<file path="config.mk">
export PLATFORM = sky130hd
export DESIGN_NAME = boot_loader
export DESIGN_NICKNAME = d
export VERILOG_FILES = /design/src/rtl/boot_pkg.sv /design/src/rtl/boot_loader.sv
export SDC_FILE = /design/constraint.sdc
export NUM_CORES = 1
export LEC_CHECK = 0
export CORE_MARGIN = 4
export CORE_UTILIZATION = 44
export DETAILED_ROUTE_END_ITERATION = 16
export HOLD_SLACK_MARGIN = 0.02
export PLACE_DENSITY = 0.83
export REMOVE_ABC_BUFFERS = 1
export SKIP_LAST_GASP = 1
export SYNTH_ARGS = -nofsm -noshare
export SYNTH_HDL_FRONTEND = slang
export SYNTH_SLANG_ARGS = --single-unit
</file>
<file path="constraint.sdc">
create_clock -name clk -period 2 [get_ports clk]
set_input_delay 0.4 -clock clk [delete_from_list [all_inputs] [get_ports clk]]
set_output_delay 0.4 -clock clk [all_outputs]
set_load 0.03 [all_outputs]
</file>
<file path="src/rtl/boot_pkg.sv">
// Shared types and constants for the boot loader.
// Contents: loader state encoding and the 6502 vector-area addresses.
// No ports; imported by boot_loader.
package boot_pkg;

    typedef enum logic [2:0] {
        LOAD,
        VEC_LO,
        VEC_HI,
        HOLD,
        RUN,
        ERROR
    } state_t;

    localparam logic [15:0] VEC_RESET_LO  = 16'hFFFC;
    localparam logic [15:0] VEC_RESET_HI  = 16'hFFFD;
    // Image bytes may not land at or above this address (NMI/RESET/IRQ vectors).
    localparam logic [15:0] VEC_AREA_BASE = 16'hFFFA;

endpackage

</file>
<file path="src/rtl/boot_loader.sv">
// Loads a host byte stream into memory_block, writes the 6502 reset vector,
// then releases proc_resetn after RELEASE_DELAY cycles. All outputs registered.
// Ports: clk/resetn; host in_valid/in_data/in_last -> in_ready; memory write
// port mem_en/mem_we/mem_addr/mem_wr_data; proc_resetn, load_count, done, error.
module boot_loader
    import boot_pkg::*;
#(
    parameter logic [15:0] LOAD_BASE     = 16'h0200,
    parameter logic [15:0] START_ADDR    = 16'h0200,
    parameter int          RELEASE_DELAY = 4
) (
    input  logic        clk,
    input  logic        resetn,
    input  logic        in_valid,
    input  logic [7:0]  in_data,
    input  logic        in_last,
    output logic        in_ready,
    output logic        mem_en,
    output logic        mem_we,
    output logic [15:0] mem_addr,
    output logic [7:0]  mem_wr_data,
    output logic        proc_resetn,
    output logic [15:0] load_count,
    output logic        done,
    output logic        error
);

    localparam logic [7:0] HOLD_INIT = 8'(RELEASE_DELAY);

    state_t      state;
    logic [15:0] ptr;
    logic [7:0]  hold_cnt;
    logic        accept;

    assign accept = in_valid && in_ready;

    always_ff @(posedge clk or negedge resetn) begin
        if (!resetn) begin
            state       <= LOAD;
            ptr         <= LOAD_BASE;
            hold_cnt    <= '0;
            in_ready    <= 1'b0;
            mem_en      <= 1'b0;
            mem_we      <= 1'b0;
            mem_addr    <= '0;
            mem_wr_data <= '0;
            proc_resetn <= 1'b0;
            load_count  <= '0;
            done        <= 1'b0;
            error       <= 1'b0;
        end else begin
            // Write strobes are single-cycle; address/data hold between writes.
            mem_en <= 1'b0;
            mem_we <= 1'b0;
            case (state)
                LOAD: begin
                    in_ready <= 1'b1;
                    if (accept) begin
                        if (ptr >= VEC_AREA_BASE) begin
                            // Overflow byte is dropped rather than clobbering the vectors.
                            state    <= ERROR;
                            in_ready <= 1'b0;
                            error    <= 1'b1;
                        end else begin
                            mem_en      <= 1'b1;
                            mem_we      <= 1'b1;
                            mem_addr    <= ptr;
                            mem_wr_data <= in_data;
                            ptr         <= ptr + 16'd1;
                            if (load_count != 16'hFFFF) begin
                                load_count <= load_count + 16'd1;
                            end
                            if (in_last) begin
                                state    <= VEC_LO;
                                in_ready <= 1'b0;
                            end
                        end
                    end
                end
                VEC_LO: begin
                    mem_en      <= 1'b1;
                    mem_we      <= 1'b1;
                    mem_addr    <= VEC_RESET_LO;
                    mem_wr_data <= START_ADDR[7:0];
                    state       <= VEC_HI;
                end
                VEC_HI: begin
                    mem_en      <= 1'b1;
                    mem_we      <= 1'b1;
                    mem_addr    <= VEC_RESET_HI;
                    mem_wr_data <= START_ADDR[15:8];
                    hold_cnt    <= HOLD_INIT;
                    state       <= HOLD;
                end
                HOLD: begin
                    // Counter counts down to zero, release happens on the edge after.
                    if (hold_cnt == 8'd0) begin
                        proc_resetn <= 1'b1;
                        done        <= 1'b1;
                        state       <= RUN;
                    end else begin
                        hold_cnt <= hold_cnt - 8'd1;
                    end
                end
                RUN: begin
                    in_ready <= 1'b0;
                end
                ERROR: begin
                    in_ready <= 1'b0;
                end
                default: begin
                    state    <= ERROR;
                    in_ready <= 1'b0;
                    error    <= 1'b1;
                end
            endcase
        end
    end

endmodule
</file>
==> After elaboration in Yosys (flattened, before gate mapping) <==
Cells that the tools add are included.
{ "totals": {"latch_bits": 0, "romBits": 0, "n_memories": 0, "ram_bits": 0, "ff_bits": 71} }
{ "op_classes": {"add_sub_neg": 3, "order_cmp": 1, "n_mul": 0, "n_shift": 0, "bitwise": 3, "n_eq_ne": 12, "n_reduce_logical": 16, "div_mod_pow": 0, "n_mux": 23} }
{ "ops": {"columns": ["cell", "n"], "rows": [
  ["$pmux 16 s3", 1],
  ["$add 16x1->16 const B", 2],
  ["$mux 16", 2],
  ["$mux 8", 3],
  ["$pmux 8 s3", 1],
  ["$ge 16x16->1 const B", 1],
  ["$ne 16x16->1 const B", 1],
  ["$pmux 8 s2", 1],
  ["$pmux 3 s5", 1],
  ["$mux 3", 4],
  ["$ne 2x2->1 const B", 5],
  ["$reduce_and 3->1", 3],
  ["$logic_not 8->1", 1],
  ["$reduce_and 4->1", 2],
  ["$sub 8x1->8 const B", 1],
  ["$mux 1", 7],
  ["$eq 3x2->1 const B", 2],
  ["$eq 3x3->1 const B", 2],
  ["$pmux 1 s2", 3],
  ["$reduce_or 5->1", 1],
  ["$reduce_and 2->1", 2],
  ["$reduce_or 2->1", 2],
  ["$eq 3x1->1 const B", 1],
  ["$logic_not 3->1", 1],
  ["6 further kinds", 8]
]} }

==> Longest topological paths before layout <==
{ "logic_depth": {"ltp_word": 4, "depth_mapped": 9, "ltp_nobuf": 7} }

==> Least setup slack after synthesis <==
Ideal clock, no wire load.
{ "synth_path": {"path_kind": "flip-flop to flip-flop", "startpoint": "register ptr[0]", "endpoint": "register load_count[9]", "setup_ps": 81, "stages_incl_launch_ff": 8, "t_required_ps": 1919, "path_slack_ps": 27, "arrival_time_ps": 1892, "path_cell_list": "dfrtp_1 > inv_1 > ha_1 > o311ai_2 > nor4_4 > or4b_1 > nor2_1 > xor2_1"} }
{ "synth_between": {"elab_chain_len": 3} }
{ "synth_lines": {"columns": ["item", "line", "text"], "rows": [
  ["start: declaration", "boot_loader.sv:31", "logic [15:0] ptr;"],
  ["start signal: assignment", "boot_loader.sv:69", "ptr <= ptr + 16'd1;"],
  ["$ge 16x16->1", "boot_loader.sv:59", "if (ptr >= VEC_AREA_BASE) begin"],
  ["$not 1->1 (no line)", null, null],
  ["$reduce_and 4->1 (no line)", null, null],
  ["end signal: assignment", "boot_loader.sv:71", "load_count <= load_count + 16'd1;"],
  ["end: declaration", "boot_loader.sv:23", "output logic [15:0] load_count,"]
]} }
No other way between the ends.
A chain may end at the register's enable or synchronous reset.

==> Worst setup path after layout <==
{ "layout_path": {"startpoint": "register ptr[1]", "endpoint": "register load_count[9]"} }
The elaborated chain is that of the path after synthesis.

==> impl_metrics.toml <==
[worst_setup_path]
critPathMaxFanout = 6
cp_data_required_time_ns = 2.28
worstPathCellList = "ha_4 > o311ai_4 > nor4_4 > or4b_4 > nor2_2 > xor2_1"
critical_path_class = "reg2reg"
r2r-start = "ptr[1]"
timing.rr.end = "load_count[9]"
worstSetupEndpointType = "flop"
start_kind = "flop"
r2r_slack_ns = -0.001
slowest_delay_ns = 0.58
slowest_stage = "or4b_4"
arrival_ns = 2.28
worst-r2r-cell-count = 6

[yosys]
synth_area_leaders = "dfrtp_1 53%, nand2_1 7.3%, xnor2_1 6.1%"
synth_flop_cell = "dfrtp_1"
synth_top_area_share = 0.534
syn_inst = 323
synth_edf_count = 0
synthArstFlopShare = 1.00
ys_types = 45
ys_ff_latch = 71
yosysWarnings = 0
synth_seq_area_share = 0.542
avgSynthCellArea_um2 = 10.2
synth_largest_area_cell = "dfrtp_1"
netlist_area_mm2 = 0.00328

[global_routing]
first_global_vias = 2653
grt_use_total = 0.181
grt_first_pass_wirelength_mm = 12.7
antenna_found_initial = 0
grt_max_degree = 72
grt_overflow = 0

[finish]
fin_cells = 524
seq_area_mm2 = 0.00178
fillers = 550
area_delta_synth_final_pct = 39.2
final_area_mm2 = 0.00457
layout_commonest_cell = "dfrtp_1"
multi_input_comb_area_mm2 = 0.00148
nets = 437
layout-drive-gt1-share = 0.207
diodes = 0
final_cell_mix = "70 x dfrtp_1, 56 x nand2_1, 55 x clkdlybuf4s50_1, 34 x buf_4, 26 x nand3_1"

[timing]
finalCriticalPeriod_ns = 2.00
setup-violations-final = 1
fin_crit_sh = 1.00
tightest_slew_ns = 0.502
fmax_mhz = 500
setup_slack_ns = -0.00144
grt_setup_unrepaired = "true"
slew_violations = 0
hold_viol_final = 0
finClkSkew_ns = 0.0139
slew_headroom = 0.665

[placed_design]
portBuffers = 57
placed_cells = 501
hpwl_mm = 5.29
place_congestion = 0.779
place_area_mm2 = 0.00416

[clock_network]
h-tree-depth = 3
cts_num_sinks = 71
clk_pin_slew_ns = 0.08
cts_tree = "yes"
numCtsBuffers = 9
holdBufCountCts = 0
clockRootBuffer = "clkbuf_8"
clk_latency_ns = 0.36
clock_path_buffers = 2

[die]
die_area_mm2 = 0.00890
initial_utilization = 0.452
core_mm2 = 0.00725
die_x_um = 94.4
die_y_um = 94.4
num_rows = 31
io_pins = 58

[power_and_ir_drop]
ir_drop_uv = 348
p_per_area_mw_per_mm2 = 603
p_leak_uw = 0.00207

[min_path]
worstHoldPathType = "in2async"

[route]
wl_per_cell_um = 14.8
drc = 0
num_vias = 2732
vias_per_cell = 5.21
ant_nets = 0
drtIter0Drc = 144
drtPass1Iterations = 4
drt-total-wl_mm = 7.78

[outcome]
violations = "negative setup slack"
status = "finished with violations"

[run]
maxCapViolations = 0
==> layer usage <==
| metal | track usage | share of wire |
|---|---|---|
| met3 | 0.0510 | 0.048 |
| met1 | 0.233 | 0.43 |
| met5 | 0 | 0 |
| met2 | 0.287 | 0.50 |
| met4 | 0.0818 | 0.019 |
==> layout make-up <==
class / count / area share
Timing Repair Buffer: 98 / 0.204
Inverter: 9 / 0.00740
Sequential cell: 71 / 0.389
Multi-Input combinational cell: 231 / 0.324
Clock inverter: 7 / 0.0214
Clock buffer: 9 / 0.0271
Tap cell: 99 / 0.0271
==> cells by family (layout without fill, tap and decap cells) <==
logic type               after synthesis  count (layout)  share of synthesized area
flip-flops                            71              71                      0.542
AND/OR/NAND/NOR                      157             157                      0.241
buffers and inverters                 21             123                     0.0332
XOR/XNOR                              30              30                     0.0801
multiplexers                           4               4                     0.0137
adder cells (fa/ha/maj)                5               5                     0.0191
AO/OA/AOI/OAI                         35              35                     0.0709
==> registers in the layout (all words and copies together) (netlist names) <==
| signal | cells |
|---|---|
| done | 1 |
| error | 1 |
| hold_cnt | 8 |
| in_ready | 1 |
| load_count | 16 |
| mem_addr | 16 |
| mem_we | 1 |
| mem_wr_data | 8 |
| ptr | 16 |
| state | 3 |
==> timing repair <==
action,4_1_cts,5_1_grt
endpoints found under the setup margin,27,42
pin swaps,4,1
gates resized for setup,6,24
buffers inserted,4,2
gates cloned,0,1
==> report_power, final <==
| group | total, µW | switching, µW | leakage (µW) | internal (µW) |
|---|---|---|---|---|
| registers | 1430 | 0 | 0.000889 | 1430 |
| clock network | 1270 | 564 | 0.000105 | 703 |
| logic | 54.1 | 31.8 | 0.00107 | 22.3 |
==> worst max-delay path by stage <==
stage	startpoint	endpoint	slack, ns	cells after the start
2_1_floorplan	state[0]	load_count[15]	-0.51	5
3_3_place_gp	in_valid	ptr[11]	-0.13	6
3_5_place_dp	in_valid	load_count[9]	-0.18	6
4_1_cts	ptr[0]	load_count[9]	-0.04	7
5_1_grt	ptr[1]	load_count[9]	-0.1	6
6_report	ptr[1]	load_count[9]	-0.001	6
==> cell usage after synthesis (2+ instances only) <==
cell,n
mux2_2,4
nor4_2,2
a21oi_1,4
clkbuf_1,2
nand4_1,11
or4_1,2
nor4_4,2
ha_1,5
nand2_1,64
o221a_1,2
a41o_1,2
inv_1,9
xnor2_1,23
nor2_1,24
buf_4,2
o21ai_0,18
and2_1,2
buf_6,2
nor3_1,6
nor4_1,5
nand3_1,26
xor2_1,7
buf_2,6
dfrtp_1,70
and3_1,3
==> per-stage QoR <==
stage / hold WS [ns] / worst slack (ns) / power [µW] / setup TNS (ns) / util
6_report: 0.0460 / -0.00144 / 2760 / -0.00144 / 0.630
5_1_grt: 0.0672 / -0.0974 / 2840 / -0.810 / 0.630
4_1_cts: 0.0660 / -0.0440 / 2770 / -0.0440 / 0.612
3_5_place_dp: 0.454 / -0.183 / 1520 / -1.38 / 0.574
3_3_place_gp: 0.451 / -0.128 / 1520 / -1.16 / 0.574
2_1_floorplan: 0.104 / -0.514 / 1460 / -6.39 / -
==> worst max-delay path, delay by kind of cell, from the launching register on <==
kind	cells	cell delay (ns)
adder cells (fa/ha/maj)	1	0.18
AND/OR/NAND/NOR	3	0.82
AO/OA/AOI/OAI	1	0.34
flip-flops	1	0.43
XOR/XNOR	1	0.15
No activity file was read; power rests on OpenSTA's default activity.
